$ cat config.mk
export PLATFORM = sky130hd
export DESIGN_NAME = fetch_unit
export DESIGN_NICKNAME = d
export VERILOG_FILES = /design/src/rtl/fetch_unit.sv
export SDC_FILE = /design/constraint.sdc
export NUM_CORES = 1
export LEC_CHECK = 0
export CAP_MARGIN = 20
export CORE_UTILIZATION = 46
export CTS_BUF_LIST = sky130_fd_sc_hd__clkbuf_4 sky130_fd_sc_hd__clkbuf_8
export DETAILED_ROUTE_END_ITERATION = 10
export PLACE_DENSITY = 0.91
export SYNTH_ARGS = -nofsm -noshare
export SYNTH_HDL_FRONTEND = slang
export SYNTH_SLANG_ARGS = --single-unit
$ cat constraint.sdc
create_clock -name clk -period 3.15 [get_ports clk]
set_input_delay 0.315 -clock clk [delete_from_list [all_inputs] [get_ports clk]]
set_output_delay 0.315 -clock clk [all_outputs]
set_load 0.02 [all_outputs]
$ cat src/rtl/fetch_unit.sv
// Instruction fetch stage: owns the PC, fetches words over a req/ack
// handshake and presents Instr / Opcode / Pc_plus4 in the IF/ID register.
// Branch and jump redirects from decode replace the PC; a misaligned
// redirect target parks the stage in S_FAULT until reset.
//
// Handshake: Imem_req is high only in S_REQ and, together with Imem_addr,
// is held stable from its first cycle until the cycle Imem_ack=1. The word
// on Imem_rdata is taken on that ack edge. Ack in any other state is ignored.
// Downstream consumes the IF/ID word on a cycle with Instr_valid=1 and
// Id_ready=1; a redirect on a valid word counts as consuming it.
module fetch_unit #(
   parameter logic [31:0] RESET_PC = 32'h0000_0000
) (
   input  logic        clk,
   input  logic        rst,
   output logic        Imem_req,
   output logic [31:0] Imem_addr,
   input  logic [31:0] Imem_rdata,
   input  logic        Imem_ack,
   input  logic        Id_ready,
   input  logic        Branch_taken,
   input  logic [31:0] Branch_target,
   input  logic        Jump,
   input  logic [25:0] Jump_target,
   output logic [31:0] Instr,
   output logic [5:0]  Opcode,
   output logic [31:0] Pc_plus4,
   output logic        Instr_valid,
   output logic        Fetch_fault
);

   typedef enum logic [1:0] {
      S_IDLE  = 2'd0,
      S_REQ   = 2'd1,
      S_FAULT = 2'd2
   } state_t;

   state_t      state;
   state_t      state_nxt;
   logic [31:0] pc;
   logic        cons;
   logic        redir;
   logic [31:0] redir_target;
   logic        redir_misaligned;

   // Consumption and redirect decode; Jump wins over Branch_taken
   always_comb begin
      cons             = Instr_valid & Id_ready;
      redir            = Instr_valid & (Jump | Branch_taken);
      redir_target     = Jump ? {Pc_plus4[31:28], Jump_target, 2'b00} : Branch_target;
      redir_misaligned = (redir_target[1:0] != 2'b00);
   end

   // State register
   always_ff @(posedge clk or posedge rst) begin
      if (rst) state <= S_IDLE;
      else     state <= state_nxt;
   end

   // Next-state logic
   always_comb begin
      state_nxt = state;
      case (state)
         S_IDLE: begin
            if (redir && redir_misaligned)  state_nxt = S_FAULT;
            else if (redir)                 state_nxt = S_REQ;
            else if (!Instr_valid || cons)  state_nxt = S_REQ;
         end
         S_REQ:   if (Imem_ack) state_nxt = S_IDLE;
         S_FAULT: state_nxt = S_FAULT;
         default: state_nxt = S_IDLE;
      endcase
   end

   // FSM outputs: request only while waiting for memory, address is the PC
   always_comb begin
      Imem_req  = (state == S_REQ);
      Imem_addr = pc;
      Opcode    = Instr[31:26];
   end

   // PC and IF/ID register updates
   always_ff @(posedge clk or posedge rst) begin
      if (rst) begin
         pc          <= RESET_PC;
         Instr       <= 32'h0;
         Pc_plus4    <= 32'h0;
         Instr_valid <= 1'b0;
         Fetch_fault <= 1'b0;
      end else begin
         case (state)
            S_IDLE: begin
               if (redir && redir_misaligned) begin
                  Fetch_fault <= 1'b1;
                  Instr_valid <= 1'b0;
                  Instr       <= 32'h0;
               end else if (redir) begin
                  pc          <= redir_target;
                  Instr_valid <= 1'b0;
                  Instr       <= 32'h0;
               end else if (cons) begin
                  Instr_valid <= 1'b0;
               end
            end
            S_REQ: begin
               if (Imem_ack) begin
                  Instr       <= Imem_rdata;
                  Pc_plus4    <= pc + 32'd4;
                  pc          <= pc + 32'd4;
                  Instr_valid <= 1'b1;
               end
            end
            default: ;
         endcase
      end
   end

endmodule

==> impl_metrics.sql <==
INSERT INTO impl_metrics (metric_group, metric, value, unit) VALUES
('routing', 'dr.pass1.iters', '5', ''),
('clock_network', 'post-cts-setup-buffer-count', '0', ''),
('critical_path', 'r2r_depth', '6', ''),
('sta', 'report.final.hold_viol_count', '0', ''),
('sta', 'period_needed', '2320', 'ps'),
('cells_and_area', 'area.sequential', '0.00250', 'mm2'),
('pwr', 'leakage', '3.13', 'nW'),
('yosys', 'synth_top_area_share', '46.9', '%'),
('floorplanning', 'die_x', '110', 'um'),
('yosys', 'synth_top_cell_by_area', 'sky130_fd_sc_hd__dfrtp_1', ''),
('global_routing', 'first_pass_grt_wire_length', '24.8', 'mm'),
('yosys', 'yosys_most_used_dff', 'sky130_fd_sc_hd__dfrtp_1', ''),
('yosys', 'count_of_flip_flops_with_a_built_in_enable_after_synthesis', '0', ''),
('hold_path', 'hold-path-endpoint', 'Instr_valid', ''),
('yosys', 'syn-num-nets', '680', ''),
('sta', 'grt_setup_unrepaired', 'false', ''),
('global_routing', 'antenna_found_initial', '0', ''),
('floorplanning', 'start_util', '48.1', '%'),
('yosys', 'yosys_warnings', '0', ''),
('placed_design', 'placed_cells_incl_taps', '884', ''),
('placed_design', 'place_hpwl', '11.7', 'mm'),
('routing', 'detail_route.vias_per_cell', '5.69', ''),
('cells_and_area', 'nFillCells', '847', ''),
('pwr', 'power.sequential.fraction', '34.7', '%'),
('routing', 'routed_wire_length_per_instance', '17.7', 'um'),
('clock_network', 'cts_tree', 'yes', ''),
('yosys', 'post_synth_main_area_contributors', 'sky130_fd_sc_hd__dfrtp_1 47%, sky130_fd_sc_hd__nand2_1 9.2%, sky130_fd_sc_hd__o21ai_0 6.6%', ''),
('pwr', 'highest_ir_drop_seen_on_vdd', '0.539', 'mV'),
('critical_path', 'timing.rr.end', 'Imem_addr[30]', ''),
('pwr', 'switch_share', '42.8', '%'),
('floorplanning', 'io_pins', '201', ''),
('cells_and_area', 'multi_input_comb_area', '0.00254', 'mm2'),
('sta', 'setup_tns', '0', 'ps'),
('cells_and_area', 'areaGrowthSynthToFinish', '41.6', '%'),
('sta', 'fmaxAchievable', '431', 'MHz'),
('cells_and_area', 'layout_cells_sized_above_1', '7.11', '%'),
('critical_path', 'worst_setup_path_start_kind', 'flip-flop', ''),
('hold_path', 'hold_path_class', 'input pin to flip-flop', ''),
('cells_and_area', 'design.final.nets', '853', ''),
('pwr', 'power.net_switching', '2.92', 'mW'),
('clock_network', 'cts_root_buffer', 'sky130_fd_sc_hd__clkbuf_8', ''),
('routing', 'drt_iter0_markers', '444', ''),
('cells_and_area', 'layout_commonest_cell', 'sky130_fd_sc_hd__clkdlybuf4s50_1', ''),
('floorplanning', 'floorplan.die.height', '110', 'um'),
('critical_path', 'end_kind', 'output pin', ''),
('routing', 'wl', '16.0', 'mm'),
('yosys', 'yosys.cell_types.count', '62', ''),
('cells_and_area', 'most-common-layout-cells', '199 x sky130_fd_sc_hd__clkdlybuf4s50_1, 131 x sky130_fd_sc_hd__nand2_1, 100 x sky130_fd_sc_hd__dfrtp_1', ''),
('outcome', 'outcome', 'completed', ''),
('cells_and_area', 'final_cell_count_no_fill', '900', ''),
('critical_path', 'required', '2830', 'ps'),
('placed_design', 'gp_congestion', '0.956', ''),
('clock_network', 'total_number_of_clock_tree_sinks', '100', ''),
('floorplanning', 'core.rowCount', '38', ''),
('routing', 'antenna_left', '0', ''),
('yosys', 'synth.ff_latch_count', '100', ''),
('clock_network', 'htreeDepth', '3', ''),
('yosys', 'mappedNetlistArea', '0.00533', 'mm2'),
('clock_network', 'cts_made_buffers', '9', ''),
('sta', 'slew_headroom', '40.9', '%'),
('routing', 'remaining_drc_errors', '0', ''),
('critical_path', 'regToRegStartpoint', 'Imem_addr[2]', ''),
('pwr', 'cellPowerDensity', '904', 'mW/mm2'),
('clock_network', 'clock_slew_at_reported_path_ffs', '90', 'ps'),
('sta', 'tightest_pin_transition', '887', 'ps'),
('critical_path', 'cp.arrival', '2000', 'ps'),
('cells_and_area', 'num_antenna_cells', '0', ''),
('critical_path', 'setup.worst_path.class', 'flip-flop to output pin', ''),
('critical_path', 'worstPathMaxFanout', '9', ''),
('sta', 'setup_viol_count_final', '0', ''),
('pwr', 'cell_internal_pwr', '3.91', 'mW');
[cells by family (layout without fill, tap and decap cells)]
logic type	Yosys count	after routing	share of synthesized area, %
AND/OR/NAND/NOR	214	214	19.6
buffers and inverters	56	233	5.56
adder cells (fa/ha/maj)	1	1	0.235
AO/OA/AOI/OAI	154	154	17.2
multiplexers	36	36	6.92
flip-flops	100	100	46.9
XOR/XNOR	22	22	3.61
[cell usage after synthesis, types with 3 or more instances]
cell type and n:
sky130_fd_sc_hd__a211oi_1 3, sky130_fd_sc_hd__a21o_1 4, sky130_fd_sc_hd__a21oi_1 30, sky130_fd_sc_hd__a31oi_1 4, sky130_fd_sc_hd__and2_1 4, sky130_fd_sc_hd__and3_1 7
sky130_fd_sc_hd__buf_2 15, sky130_fd_sc_hd__buf_4 8, sky130_fd_sc_hd__buf_6 5, sky130_fd_sc_hd__clkbuf_1 18, sky130_fd_sc_hd__dfrtp_1 100, sky130_fd_sc_hd__inv_1 8
sky130_fd_sc_hd__mux2_2 7, sky130_fd_sc_hd__mux2i_1 29, sky130_fd_sc_hd__nand2_1 131, sky130_fd_sc_hd__nand3_1 6, sky130_fd_sc_hd__nand4_1 10, sky130_fd_sc_hd__nor2_1 18
sky130_fd_sc_hd__nor3_1 9, sky130_fd_sc_hd__o21ai_0 70, sky130_fd_sc_hd__o21ai_1 6, sky130_fd_sc_hd__o22ai_1 7, sky130_fd_sc_hd__o31ai_1 10, sky130_fd_sc_hd__o32a_1 4
sky130_fd_sc_hd__xnor2_1 17, sky130_fd_sc_hd__xor2_1 5
[layout make-up]
type                    count  share of cell area, %
multi-input cells         427                   33.6
flip-flops and latches    100                   33.1
repair buffers            209                   27.6
well taps                 140                   2.32
clock buffers              13                   2.04
clock inverters             2                  0.795
inverters                   9                  0.480
[metal layers]
layer | vias to the layer above | global-route usage, % | part of all wire, %
li1 | 2378 | - | -
met1 | 2465 | 32.6 | 40
met2 | 240 | 46.8 | 50
met3 | 34 | 5.93 | 8.4
met4 | 0 | 11.0 | 2.4
met5 | - | 0 | 0
[worst max-delay path: stages (launching register included)]
cell	delay, ps
sky130_fd_sc_hd__dfrtp_1	440
sky130_fd_sc_hd__nand2b_1	360
sky130_fd_sc_hd__inv_2	200
sky130_fd_sc_hd__clkdlybuf4s50_1	630
[power by group through the flow]
stage | combinational, mW | clock (mW) | sequential (mW)
floorplan | 1.46 | 0 | 2.86
global placement | 3.42 | 0 | 2.35
finish | 3.55 | 0.908 | 2.37
global route | 3.84 | 0.971 | 2.45
detailed placement | 3.53 | 0 | 2.38
CTS | 3.54 | 0.913 | 2.36
[sequential cells by signal, indices dropped and copies added (netlist names)]
| register | cells |
|---|---|
| Imem_addr | 32 |
| Instr | 32 |
| Pc_plus4 | 32 |
| state | 2 |
| Fetch_fault | 1 |
| Instr_valid | 1 |
[stage by stage]
step                      worst slack (ps)  hold slack, ps  total power, mW  utilization (%)  area [um2]
final                                  832             351             6.83             68.2        7550
after global routing                   715             410             7.26             68.2        7550
after CTS                              657             338             6.81             67.9        7520
after detailed placement               541             454             5.91             66.0        7310
after global placement                 724             442             5.77             66.0        7310
after floorplan                        216             442             4.33                -        5330
[worst max path at each step]
stage	cells after the start	to	slack (ps)	from
2_1_floorplan	1	Fetch_fault	220	rst
3_3_place_gp	7	Imem_addr[5]	720	Imem_ack
3_5_place_dp	5	Instr[17]	540	Branch_taken
4_1_cts	5	Instr[17]	660	state[1]
5_1_grt	6	Imem_addr[18]	710	Imem_addr[2]
6_report	3	Imem_req	830	state[1]
(Power assumes the default switching activity.)
